--- src/rtl/compare_arbiter.sv ---
// Round-robin share of one signed comparator between two requesters; result registered, 1-cycle latency.
// Grants only when the response slot is empty or draining; a stalled response holds and blocks all grants.
module compare_arbiter #(
   parameter int WIDTH = 16,
   parameter int TAG_W = 4,
   parameter int CNT_W = 8
) (
   input  logic             clk,
   input  logic             reset,
   input  logic             flush,
   input  logic             r0_valid,
   output logic             r0_ready,
   input  logic [WIDTH-1:0] r0_a,
   input  logic [WIDTH-1:0] r0_b,
   input  logic [TAG_W-1:0] r0_tag,
   input  logic             r1_valid,
   output logic             r1_ready,
   input  logic [WIDTH-1:0] r1_a,
   input  logic [WIDTH-1:0] r1_b,
   input  logic [TAG_W-1:0] r1_tag,
   output logic             rsp_valid,
   input  logic             rsp_ready,
   output logic             rsp_id,
   output logic [TAG_W-1:0] rsp_tag,
   output logic             rsp_gt,
   output logic             rsp_lt,
   output logic             rsp_eq,
   output logic [CNT_W-1:0] cnt0,
   output logic [CNT_W-1:0] cnt1
);

   typedef struct packed {
      logic             id;
      logic [TAG_W-1:0] tag;
      logic             gt;
      logic             lt;
      logic             eq;
   } rsp_t;

   localparam logic [CNT_W-1:0] CNT_MAX = '1;
   localparam logic [CNT_W-1:0] CNT_ONE = CNT_W'(1);

   rsp_t                    rsp_q;
   rsp_t                    rsp_d;
   logic                    rr_ptr;
   logic                    slot_free;
   logic                    grant0;
   logic                    grant1;
   logic                    hs;
   logic signed [WIDTH-1:0] op_a;
   logic signed [WIDTH-1:0] op_b;

   // Grants depend only on valids, flush and slot state, never on operands.
   // Reset also gates grants so no ready is seen while reset is held.
   always_comb begin
      slot_free = !rsp_valid || rsp_ready;
      grant0    = !reset && !flush && slot_free && r0_valid && (!r1_valid || !rr_ptr);
      grant1    = !reset && !flush && slot_free && r1_valid && (!r0_valid || rr_ptr);
   end

   assign r0_ready = grant0;
   assign r1_ready = grant1;
   assign hs       = grant0 || grant1;

   always_comb begin
      op_a      = grant1 ? r1_a : r0_a;
      op_b      = grant1 ? r1_b : r0_b;
      rsp_d     = '0;
      rsp_d.id  = grant1;
      rsp_d.tag = grant1 ? r1_tag : r0_tag;
      rsp_d.gt  = op_a > op_b;
      rsp_d.lt  = op_a < op_b;
      rsp_d.eq  = op_a == op_b;
   end

   // Flush wins over both a new grant and a draining consumer.
   always_ff @(posedge clk or posedge reset) begin
      if (reset) begin
         rsp_valid <= 1'b0;
         rsp_q     <= '0;
         rr_ptr    <= 1'b0;
      end else begin
         if (flush) begin
            rsp_valid <= 1'b0;
         end else if (hs) begin
            rsp_valid <= 1'b1;
            rsp_q     <= rsp_d;
            rr_ptr    <= grant0;
         end else if (rsp_ready) begin
            rsp_valid <= 1'b0;
         end
      end
   end

   always_ff @(posedge clk or posedge reset) begin
      if (reset) begin
         cnt0 <= '0;
         cnt1 <= '0;
      end else begin
         if (grant0 && cnt0 != CNT_MAX) cnt0 <= cnt0 + CNT_ONE;
         if (grant1 && cnt1 != CNT_MAX) cnt1 <= cnt1 + CNT_ONE;
      end
   end

   assign rsp_id  = rsp_q.id;
   assign rsp_tag = rsp_q.tag;
   assign rsp_gt  = rsp_q.gt;
   assign rsp_lt  = rsp_q.lt;
   assign rsp_eq  = rsp_q.eq;

endmodule

--- config.mk ---
export PLATFORM = sky130hd
export DESIGN_NAME = compare_arbiter
export DESIGN_NICKNAME = d
export VERILOG_FILES = /design/src/rtl/compare_arbiter.sv
export SDC_FILE = /design/constraint.sdc
export NUM_CORES = 1
export LEC_CHECK = 0
export CAP_MARGIN = 20
export CORE_MARGIN = 3
export CORE_UTILIZATION = 42
export CTS_BUF_LIST = sky130_fd_sc_hd__clkbuf_16
export CTS_CLUSTER_SIZE = 16
export DETAILED_ROUTE_END_ITERATION = 12
export GPL_TIMING_DRIVEN = 0
export PLACE_DENSITY = 0.87
export SETUP_SLACK_MARGIN = 0.15
export SYNTH_ARGS = -nofsm -noshare
export SYNTH_HDL_FRONTEND = slang
export SYNTH_SLANG_ARGS = --single-unit
export TNS_END_PERCENT = 5
--- constraint.sdc ---
create_clock -name clk -period 7.55 [get_ports clk]
set_input_delay 2.265 -clock clk [delete_from_list [all_inputs] [get_ports clk]]
set_output_delay 2.265 -clock clk [all_outputs]
set_load 0.02 [all_outputs]
==> reports/metrics.cfg <==
[logic_synthesis]
async_reset_ff_frac = 1.00
synth.distinct_cells = 36
yosysSeqAreaShare = 0.344
syn_area_sq_um = 1890
yosysWarnings = 0
synth_seq_cells = 26
synth_ff_type = dfrtp_1
syn_nets = 313
syn_inst = 217
synth-edff-count = 0
syn_area_per_cell_sq_um = 8.72

[route]
drt_iter0_drc = 86
drc = 0
wl_um = 5350
wl_per_cell_um = 14.3
vias_per_cell = 5.21
ant_nets = 0
vias = 1952
dr.pass1.iters = 4

[global_routing]
antenna_found_initial = 0
globalRouteMet2Util = 0.373
grt_max_degree = 27
grtUsageMet3 = 0.0331
overflow = 0
grt-busiest-layer = met2
grt_pass1_wl_um = 8800
use_met1 = 0.243
gr-usage-all-layers = 0.204
grt_pass1_vias = 2038

[timing]
fin_crit_sh = 0.883
fin_setup_tns_ns = 0
max_slew_margin = 0.356
hold_viol = 0
worstMarginPinSlew_ns = 0.965
fin_worst_skew_ns = 0.00434
setup_viol = 0
period_needed_ns = 6.67
rsz0062_at_grt = false
finalMaxSlewViolations = 0
fmax_mhz = 150

[power_and_ir_drop]
leakagePower_nw = 1.49
irDropWorstVdd_mv = 0.197
cellPowerDensity_nw_per_um2 = 198
fin_total_pwr_mw = 0.615

[worst_hold_path]
hp-start = rsp_id
worst_hold_path.endpoint = rsp_id
holdPathStages = 2
hold_class = register to register

[layout]
drive_above_1_share = 0.0492
nets = 422
area_growth_pct = 63.8
antennaDiodeCount = 0
instances_no_fill = 375

[clocking]
path_clk_slew_ns = 0.07
cts.sinks = 26
cts_resized = 0
cts.path.max_buffers = 2
h-tree-depth = 1
cts_tree = done
cts-root-buf = clkbuf_16
cts_hold_buf = 0
cts_setup_buffers = 0
numCtsBuffers = 3
clk_latency_ns = 0.25

[die]
rows = 23
die_area_sq_um = 5350
die_w_um = 73.1
coreArea_sq_um = 4170
dieHeight_um = 73.1
io_pins = 105
start_util = 0.454

[critical_path]
arrival_ns = 4.40
reg2reg_depth = 9
setup.worst_path.start_class = input pin
cp.required_ns = 5.29
cp-end-kind = primary output
crit_type = input pin to primary output
r2r_slack_ns = 4.37
reg2reg_to = rsp_gt
crit_fanout = 10
rr_startpoint = rsp_valid

[place]
hpwlAfterDp_um = 4430
place_congestion = 0.773
dp_cells = 371
numPortBuffers = 104

[run_status]
status = finished, final reports clean

[run]
drv_cap = 0

==> cell usage in the layout, fill, tap and decap left out, types with 2 or more instances in the layout <==
cell type / count
a211oi_1: 2
nor2_1: 12
inv_1: 8
dfrtp_1: 26
xor2_1: 6
clkbuf_16: 3
a31oi_1: 6
nand4_1: 6
nand2_1: 66
o211ai_1: 2
nor2b_1: 2
nand3_1: 7
o21ai_0: 3
a21oi_1: 2
buf_2: 3
mux2i_1: 16
xnor2_1: 8
clkdlybuf4s50_1: 104
clkbuf_1: 2
ha_1: 18
and3_1: 3
mux2_2: 3
==> kinds of logic after synthesis <==
family	share of synthesized area
AOI/OAI and AO/OA	0.0886
xor gates and xnor gates	0.0648
adders and majority gates	0.119
buffers and inverters	0.0297
DFF	0.344
muxes	0.102
and+or+nand+nor	0.252
==> synth_stat cells (2+ instances only) <==
library cell	count	area [sq um]
clkbuf_1	2	7.51
xor2_1	6	52.6
nor2_1	12	45.0
dfrtp_1	26	651
o211ai_1	2	15.0
nand3_1	7	35.0
nand2_1	66	248
a31oi_1	6	37.5
and3_1	3	18.8
ha_1	18	225
nor2b_1	2	12.5
buf_2	3	15.0
a21oi_1	2	10.0
mux2_2	3	33.8
inv_1	8	30.0
o21ai_0	3	15.0
xnor2_1	8	70.1
a211oi_1	2	15.0
nand4_1	6	37.5
mux2i_1	16	160
==> state kept, by name (all words and copies together), names as in the netlist <==
signal,count
rsp_valid,1
rsp_eq,1
rsp_id,1
rsp_lt,1
rr_ptr,1
cnt0,8
rsp_tag,4
cnt1,8
rsp_gt,1
==> how the worst max path moves through the flow <==
stage,from,endpoint,slack (ns),cells past startpoint
2_1_floorplan,rsp_ready,r1_ready,2.08,4
3_3_place_gp,r0_valid,r1_ready,0.90,6
3_5_place_dp,r0_valid,r1_ready,0.89,6
4_1_cts,r0_valid,r1_ready,0.89,6
5_1_grt,r0_valid,r1_ready,0.76,6
6_report,r0_valid,r1_ready,0.88,6
==> routing by layer <==
metal | up-vias | routed length [um]
li1 | 978 | -
met1 | 902 | 2240
met2 | 58 | 2730
met3 | 14 | 214
met4 | 0 | 159
met5 | - | 0
==> layout make-up <==
type / instances / area, sq um
buffer: 5 / 22.5
clock buffer: 3 / 75.1
clock inverter: 1 / 30.0
fill: 323 / 1070
inverter: 9 / 33.8
multi-input combinational: 177 / 1190
sequential: 26 / 651
tap: 50 / 62.6
timing repair buffer: 104 / 1040
==> worst max-delay path, stage by stage <==
cell and delay, ns:
clkdlybuf4s50_1 0.52, inv_1 0.08, o2111ai_4 0.37, clkinv_1 0.32
buf_2 0.28, clkdlybuf4s50_1 0.56
==> power breakdown <==
| part | switching, mW | internal, mW | total, mW | leakage [nW] |
|---|---|---|---|---|
| Combinational | 0.117 | 0.138 | 0.255 | 1.11 |
| Sequential | 0.0356 | 0.174 | 0.209 | 0.330 |
| Clock | 0.0457 | 0.105 | 0.151 | 0.0511 |
| Total | 0.198 | 0.417 | 0.615 | 1.49 |
==> stage by stage <==
stage          utilization  hold WS (ns)  cell area (sq um)  setup slack (ns)
2_1_floorplan            -         0.526               1890              2.08
3_3_place_gp         0.718         0.458               3000             0.903
3_5_place_dp         0.718         0.476               3000             0.895
4_1_cts              0.743         0.491               3100             0.886
5_1_grt              0.743         0.519               3100             0.761
6_report             0.743         0.481               3100             0.882
Note: power is estimated with default switching activity, not from simulation.
==> patch (same settings) <==
Register the output `cnt0` once more; this adds one clock of latency there. The other outputs are not delayed to match.
--- a/src/rtl/compare_arbiter.sv
+++ b/src/rtl/compare_arbiter.sv
@@ -40,4 +40,6 @@
    localparam logic [CNT_W-1:0] CNT_MAX = '1;
    localparam logic [CNT_W-1:0] CNT_ONE = CNT_W'(1);
+
+   logic [CNT_W-1:0] cnt0_s0;
 
    rsp_t                    rsp_q;
@@ -95,8 +97,8 @@
    always_ff @(posedge clk or posedge reset) begin
       if (reset) begin
-         cnt0 <= '0;
+         cnt0_s0 <= '0;
          cnt1 <= '0;
       end else begin
-         if (grant0 && cnt0 != CNT_MAX) cnt0 <= cnt0 + CNT_ONE;
+         if (grant0 && cnt0_s0 != CNT_MAX) cnt0_s0 <= cnt0_s0 + CNT_ONE;
          if (grant1 && cnt1 != CNT_MAX) cnt1 <= cnt1 + CNT_ONE;
       end
@@ -109,4 +111,8 @@
    assign rsp_eq  = rsp_q.eq;
 
+   always_ff @(posedge clk) begin
+      cnt0 <= cnt0_s0;
+   end
+
 endmodule
 
Check against the original RTL: not equivalent (a bounded check fails within 4 cycles, from zero or initial values and one cycle with reset high).
==> patch against the unedited design <==
  * Synthesized area is 11% higher
  * Total power is 24% higher
  * Setup slack better by 0.092 ns
  * Fmax is 1.4% higher
  * Sequential cell count is 8 higher
  * Final area is 11% higher
  * Utilization is 2.4 points lower
  * Sequential share of layout area is 2.6 points higher
  * Wire length is 1.2% higher
  * First-iteration DRC count is 47% lower
==> patch: results (changes against the unedited design) <==
metric	value	unit	change
status	finished, final reports clean		
wl	5.41	mm	+1.2%
synth.top_cells.by_area	dfrtp_1 31%, ha_1 11%, mux2i_1 9.5%, dfxtp_1 7.6%, mux2_4 6.4%		
setup.worst_path.start	r1_valid		
ys_ff_latch	34		+31%
grtUsageTotal	18.4	%	-2.0 points
clock-skew-final	0.00316	ns	-0.00117 ns
dr_wl_met3	223	µm	+4.2%
yosys-top-cells-count	26 x dfrtp_1, 20 x mux2i_1, 18 x ha_1		
place_ws	0.937	ns	+0.0418 ns
grt_pass1_vias	1923		-5.6%
synth_fp_nets	282		-9.9%
pwr-share-clk	33.7	%	+9.1 points
leakagePower	1.62	nW	+9.0%
hold_depth	0		-2
holdPathEnd	cnt0[5]$_DFF_P_		
buffers	110		+0.92%
synth_cell_types	40		+11%
synthToLayoutAreaGrowth	63.9	%	about the same
multi_input_area_share	35.8	%	-2.4 points
vias	1835		-6.0%
synthArstFlopShare	76.5	%	-24 points
place.gp.congestion	0.714		-7.6%
vdd_drop_max	0.000186	V	-5.7%
pg_seq	0.265	mW	+27%
hp-start	cnt0_s0[5]$_DFFE_PP0P_		
[patch: cell count changes after synthesis, sizes merged, moves of 4 or more]
cell   delta
mux2     +15
nor2      -8
mux2i     +4
a31oi     -4
a21oi     +5
nand2    -55
dfxtp     +8
inv       -4
[patch: cells by family (layout without fill, tap and decap cells)]
| family | Yosys count | count (layout) | share of synthesized area [%] |
|---|---|---|---|
| adders and majority gates | 18 | 18 | 10.7 |
| buffers and inverters | 9 | 122 | 2.68 |
| xor gates and xnor gates | 14 | 14 | 5.84 |
| and+or+nand+nor | 49 | 49 | 13.2 |
| muxes | 38 | 38 | 20.8 |
| AOI/OAI and AO/OA | 24 | 24 | 8.11 |
| DFF | 34 | 34 | 38.6 |
[patch: metal layers]
| metal | vias to the layer above | global-route usage, % |
|---|---|---|
| met1 | 863 | 21.9 |
| li1 | 914 | - |
| met3 | 9 | 4.46 |
| met4 | 0 | 6.70 |
| met2 | 49 | 32.1 |
| met5 | - | 0 |
